--- config.mk ---
export PLATFORM = sky130hd
export DESIGN_NAME = wb_regfile
export DESIGN_NICKNAME = d
export VERILOG_FILES = /design/src/rtl/wb_regfile_pkg.sv /design/src/rtl/wb_regfile_mux.sv /design/src/rtl/wb_regfile.sv
export SDC_FILE = /design/constraint.sdc
export NUM_CORES = 2
export LEC_CHECK = 0
export CAP_MARGIN = 0
export CELL_PAD_IN_SITES_DETAIL_PLACEMENT = 1
export CELL_PAD_IN_SITES_GLOBAL_PLACEMENT = 1
export CORE_MARGIN = 1.5
export CORE_UTILIZATION = 40
export CTS_CLUSTER_SIZE = 20
export DETAILED_ROUTE_END_ITERATION = 16
export GPL_TIMING_DRIVEN = 0
export PLACE_DENSITY_LB_ADDON = 0.1
export SETUP_SLACK_MARGIN = 0.5
export SLEW_MARGIN = 20
export SYNTH_ARGS = -nofsm -noshare
export SYNTH_HDL_FRONTEND = slang
export SYNTH_SLANG_ARGS = --single-unit
export TNS_END_PERCENT = 100
--- constraint.sdc ---
create_clock -name clk_i -period 3.3 [get_ports clk_i]
set_input_delay 0.66 -clock clk_i [delete_from_list [all_inputs] [get_ports clk_i]]
set_output_delay 0.66 -clock clk_i [all_outputs]
set_load 0.005 [all_outputs]
--- src/rtl/wb_regfile_pkg.sv ---
// Shared constants for the write-back stage: register geometry, bubble encoding,
// and the bit positions of the MEM/WB write-back control field.
package wb_regfile_pkg;

  localparam int XLEN = 32;
  localparam int NREG = 32;

  localparam logic [4:0]  REG_ZERO   = 5'd0;
  localparam logic [31:0] NOP_BUBBLE = 32'h0;

  // MEM/WB write-back control field: {RegWrite, MemtoReg}
  localparam int CTRL_REGWRITE = 1;
  localparam int CTRL_MEMTOREG = 0;

  function automatic logic is_bubble(input logic [31:0] instr);
    return instr == NOP_BUBBLE;
  endfunction

endpackage

--- src/rtl/wb_regfile_mux.sv ---
// 2:1 write-back select between load data and ALU result.
module wb_mux #(
  parameter int W = 32
) (
  input  logic         sel,
  input  logic [W-1:0] mem_data,
  input  logic [W-1:0] alu_data,
  output logic [W-1:0] wb_data
);

  assign wb_data = sel ? mem_data : alu_data;

endmodule

--- src/rtl/wb_regfile.sv ---
// Write-back stage: selects the WB value, commits it to the register file,
// serves two bypassed read ports and tracks retired instructions.
module wb_regfile #(
  parameter int XLEN  = wb_regfile_pkg::XLEN,
  parameter int NREG  = wb_regfile_pkg::NREG,
  parameter int CNT_W = 32
) (
  input  logic             clk_i,
  input  logic             rst_i,
  input  logic             RegWrite_i,
  input  logic             MemtoReg_i,
  input  logic [XLEN-1:0]  Memory_i,
  input  logic [XLEN-1:0]  ALU_i,
  input  logic [4:0]       RDaddr_i,
  input  logic [31:0]      Instruction_i,
  input  logic [4:0]       RS1addr_i,
  input  logic [4:0]       RS2addr_i,
  output logic [XLEN-1:0]  RS1data_o,
  output logic [XLEN-1:0]  RS2data_o,
  output logic [XLEN-1:0]  WBdata_o,
  output logic [CNT_W-1:0] Retired_o,
  output logic [4:0]       LastRD_o,
  output logic [XLEN-1:0]  LastData_o
);

  import wb_regfile_pkg::*;

  logic [1:0]       wb_ctrl;
  logic [XLEN-1:0]  wb_data;
  logic             wr_en;
  logic [XLEN-1:0]  regs [NREG];
  logic [CNT_W-1:0] retired_q;
  logic [4:0]       last_rd_q;
  logic [XLEN-1:0]  last_data_q;
  logic [XLEN-1:0]  rs1_data;
  logic [XLEN-1:0]  rs2_data;

  assign wb_ctrl[CTRL_REGWRITE] = RegWrite_i;
  assign wb_ctrl[CTRL_MEMTOREG] = MemtoReg_i;

  wb_mux #(.W(XLEN)) u_wb_mux (
    .sel      (wb_ctrl[CTRL_MEMTOREG]),
    .mem_data (Memory_i),
    .alu_data (ALU_i),
    .wb_data  (wb_data)
  );

  // Writes to x0 are dropped entirely, including the last-commit record.
  assign wr_en = wb_ctrl[CTRL_REGWRITE] && (RDaddr_i != REG_ZERO);

  always_ff @(posedge clk_i or negedge rst_i) begin
    if (!rst_i) begin
      for (int i = 0; i < NREG; i++) regs[i] <= '0;
      retired_q   <= '0;
      last_rd_q   <= '0;
      last_data_q <= '0;
    end else begin
      if (wr_en) begin
        regs[RDaddr_i] <= wb_data;
        last_rd_q      <= RDaddr_i;
        last_data_q    <= wb_data;
      end
      if (!is_bubble(Instruction_i))
        retired_q <= retired_q + CNT_W'(1);
    end
  end

  // Same-cycle bypass lets ID see a WB result without an extra stall.
  always_comb begin
    rs1_data = regs[RS1addr_i];
    if (RS1addr_i == REG_ZERO)
      rs1_data = '0;
    else if (wb_ctrl[CTRL_REGWRITE] && (RS1addr_i == RDaddr_i))
      rs1_data = wb_data;
  end

  always_comb begin
    rs2_data = regs[RS2addr_i];
    if (RS2addr_i == REG_ZERO)
      rs2_data = '0;
    else if (wb_ctrl[CTRL_REGWRITE] && (RS2addr_i == RDaddr_i))
      rs2_data = wb_data;
  end

  assign RS1data_o  = rs1_data;
  assign RS2data_o  = rs2_data;
  assign WBdata_o   = wb_data;
  assign Retired_o  = retired_q;
  assign LastRD_o   = last_rd_q;
  assign LastData_o = last_data_q;

endmodule
==> results_dict.tcl <==
set metrics [dict create \
    powerDensity_nw_per_um2 602 \
    clock_path_buffers 3 \
    syn_nets 5254 \
    finalClockSkew_ns 0.00570 \
    clkLatencyLatePin_ns 0.81 \
    clockRootBuffer "clkbuf_16" \
    tightest_slew_ns 1.34 \
    cp_max_fo 7 \
    grt_pass1_wl_um 485000 \
    power_w 0.0475 \
    ir_drop_mv 0.430 \
    io_buffers 271 \
    fin_ws_ns -0.379 \
    yosysWarnings 0 \
    hold_viol 93 \
    placed_area_um2 62600 \
    startpoint_type "input pin" \
    hold_path.class "in -> async" \
    slew_headroom_pct 10.8 \
    grt_pass1_vias 55900 \
    synth-seq-cells 1093 \
    synth.yosys.seq_area_share_pct 48.5 \
    fin_hold_ws_ns -0.285 \
    slew_viol_final 0 \
    area_growth_pct 39.8 \
    rsz0062_at_grt "yes" \
    final_common_cell "dfrtp_1" \
    critical_path_class "in -> out" \
    final_area_um2 78900 \
    routabilityCongestion 1.06 \
    grt_overflow_total 0 \
    die_area_um2 143000 \
    grtUsageTotal_pct 51.0 \
    final.min_clock_period_ns 3.68 \
    crit_arrival_ns 3.02 \
    drc_errors 0 \
    fp.dieW_um 379 \
    drive_above_1_share_pct 32.4 \
    drtAntennaViolNets 0 \
    synthFlopType "dfrtp_1" \
    synth_edf_count 0 \
    core_area_um2 140000 \
    synthCells 5138 \
    start_util_pct 40.4 \
    cts_tree "yes" \
    drtPass1Iterations 6 \
    finalWirelength_um 369000 \
    final-setup-viol-count 64 \
    violations "hold timing, setup timing" \
    syn_avg_cell_area_um2 11.0 \
    clkSlewWorstSetupHoldPaths_ns 0.06 \
    viasPerCell 7.06 \
    period_share_pct 111 \
    cap_viol_max_count 0 \
    fill_cells 14200 \
    status "complete, but fails checks" \
    die_height_um 379 \
    end_kind "primary output" \
    cts_max_level 4 \
    pin_count 280 \
    antenna_found_initial 42 \
    final_cell_mix "dfrtp_1 (1,093), nand2_1 (601), nor2_1 (545), a21oi_1 (523), o21ai_0 (516)" \
    crit_required_ns 2.64 \
    cts_buffers 132 \
    wl_per_cell_um 45.5 \
    timing.fmax_mhz 272 \
    vias 57200 \
    leakage_nw 33.3 \
    fp-row-count 137 \
    hpwl_um 239000 \
    synth_cell_type_count 76 \
    clock-sinks 1093 \
    fin_nets 6218 \
    drtIter0Drc 8946 \
    postSynth.asyncResetShare_pct 100 \
    grt_max_degree 138 \
    synth_area_um2 56400 \
]
==> where the power goes <==
group / internal (W) / switching (W) / total (W) / leakage (nW)
Combinational: 0.00603 / 0.00674 / 0.0128 / 17.4
Clock: 0.00948 / 0.00663 / 0.0161 / 2.26
Sequential: 0.0161 / 0.00249 / 0.0186 / 13.7
Total: 0.0317 / 0.0159 / 0.0475 / 33.3
==> what timing repair did <==
| action | 4_1_cts | 5_1_grt |
|---|---|---|
| resized for setup | 1500 | 155 |
| pin swaps | 201 | 112 |
| hold endpoints to repair | 93 | 93 |
| setup endpoints to repair | 734 | 159 |
| buffers inserted | 425 | 72 |
| gates cloned | 16 | 3 |
==> per-stage QoR <==
| stage | setup WS [ns] | utilization (%) | cells | hold slack (ns) | TNS, ns |
|---|---|---|---|---|---|
| finish | -0.379 | 56.5 | 8105 | -0.285 | -12.28 |
| global route | -0.353 | 56.4 | 8085 | -0.210 | -10.73 |
| CTS | -0.292 | 55.4 | 8008 | -0.229 | -6.13 |
| detailed placement | -2.46 | 44.8 | 7330 | 0.460 | -513.81 |
| global placement | -51.14 | 44.1 | 7285 | 0.455 | - |
| floorplan | 0.466 | - | 5138 | 0.364 | 0 |
==> flip-flops by register name (all words and copies together), names as in the netlist <==
| name | flops |
|---|---|
| regs | 1024 |
| LastRD_o | 5 |
| LastData_o | 32 |
| Retired_o | 32 |
==> final timing paths <==
path                            cells past startpoint                         to                      start  slack (ns)
worst max-delay path                               13              RS2data_o[27]               RS2addr_i[0]       -0.38
worst min-delay path                                1      regs[266]$_DFFE_PN0P_                      rst_i       -0.28
worst max register to register                      5  Retired_o[31]$_DFFE_PN0P_   Retired_o[7]$_DFFE_PN0P_        1.08
worst min register to register                      1  Retired_o[31]$_DFFE_PN0P_  Retired_o[31]$_DFFE_PN0P_        0.47
max in group asynchronous                           5      regs[914]$_DFFE_PN0P_                      rst_i        0.84
min in group clk_i                                  3    LastRD_o[1]$_DFFE_PN0P_                RDaddr_i[1]        0.34
==> Yosys cell counts, types with 9 or more instances <==
library cell  instances  area share (%)
a22oi_1              65            0.86
a211oi_1             55            0.73
nor2_1              568             3.8
nor4_1               23            0.26
inv_1                40            0.27
nor2b_1              34            0.38
mux4_1               24             1.1
mux4_2              435              17
a21oi_1             550             4.9
o221ai_1              9            0.14
buf_6                22            0.44
buf_12                9            0.32
clkbuf_1            347             2.3
nand4_1              14            0.16
buf_4                40            0.53
nand3_1              33            0.29
nor3_1               57            0.51
xnor2_1              16            0.25
buf_2                99            0.88
a221oi_1             12            0.19
mux2_2               39            0.78
o21ai_0             526             4.7
xor2_1               25            0.39
o22ai_1              71            0.79
mux2i_1             126             2.2
a221o_1               9            0.16
nand2_1             626             4.2
dfrtp_1            1093              48
a22o_1               30            0.47
==> kinds of logic after synthesis <==
family                     Yosys count  share of synthesized area [%]
DFF                               1093                           48.5
and+or+nand+nor                   1411                           10.3
xor gates and xnor gates            41                          0.636
AOI/OAI and AO/OA                 1387                           13.9
muxes                              626                           21.6
buffers and inverters              579                           5.12
adders and majority gates            1                         0.0222
==> routing by layer <==
layer,GRT usage [%],vias to the layer above,wire [um]
met2,69.4,5262,148000
li1,-,20700,-
met3,27.7,1813,58400
met5,3.95,-,1220
met4,42.3,40,39100
met1,58.0,29400,122000
==> worst max-delay path: stages <==
cell,delay (ns)
buf_12,0.12
buf_12,0.15
buf_16,0.18
buf_16,0.19
buf_16,0.17
buf_8,0.13
buf_6,0.11
mux4_2,0.33
nor2_2,0.04
nor3_2,0.20
nor3_2,0.07
a211oi_2,0.41
buf_2,0.20
==> final cells by class <==
| class | count | area (um2) | share of cell area, % |
|---|---|---|---|
| tap | 1876 | 2350 | 2.98 |
| multi-input combinational | 3466 | 29000 | 36.8 |
| inverter | 41 | 174 | 0.220 |
| sequential | 1093 | 27400 | 34.7 |
| timing repair buffer | 832 | 9570 | 12.1 |
| clock inverter | 47 | 712 | 0.903 |
| antenna | 22 | 55.1 | 0.0698 |
| buffer | 536 | 5750 | 7.29 |
| clock buffer | 192 | 3900 | 4.95 |
No activity file was read; power rests on OpenSTA's default activity.
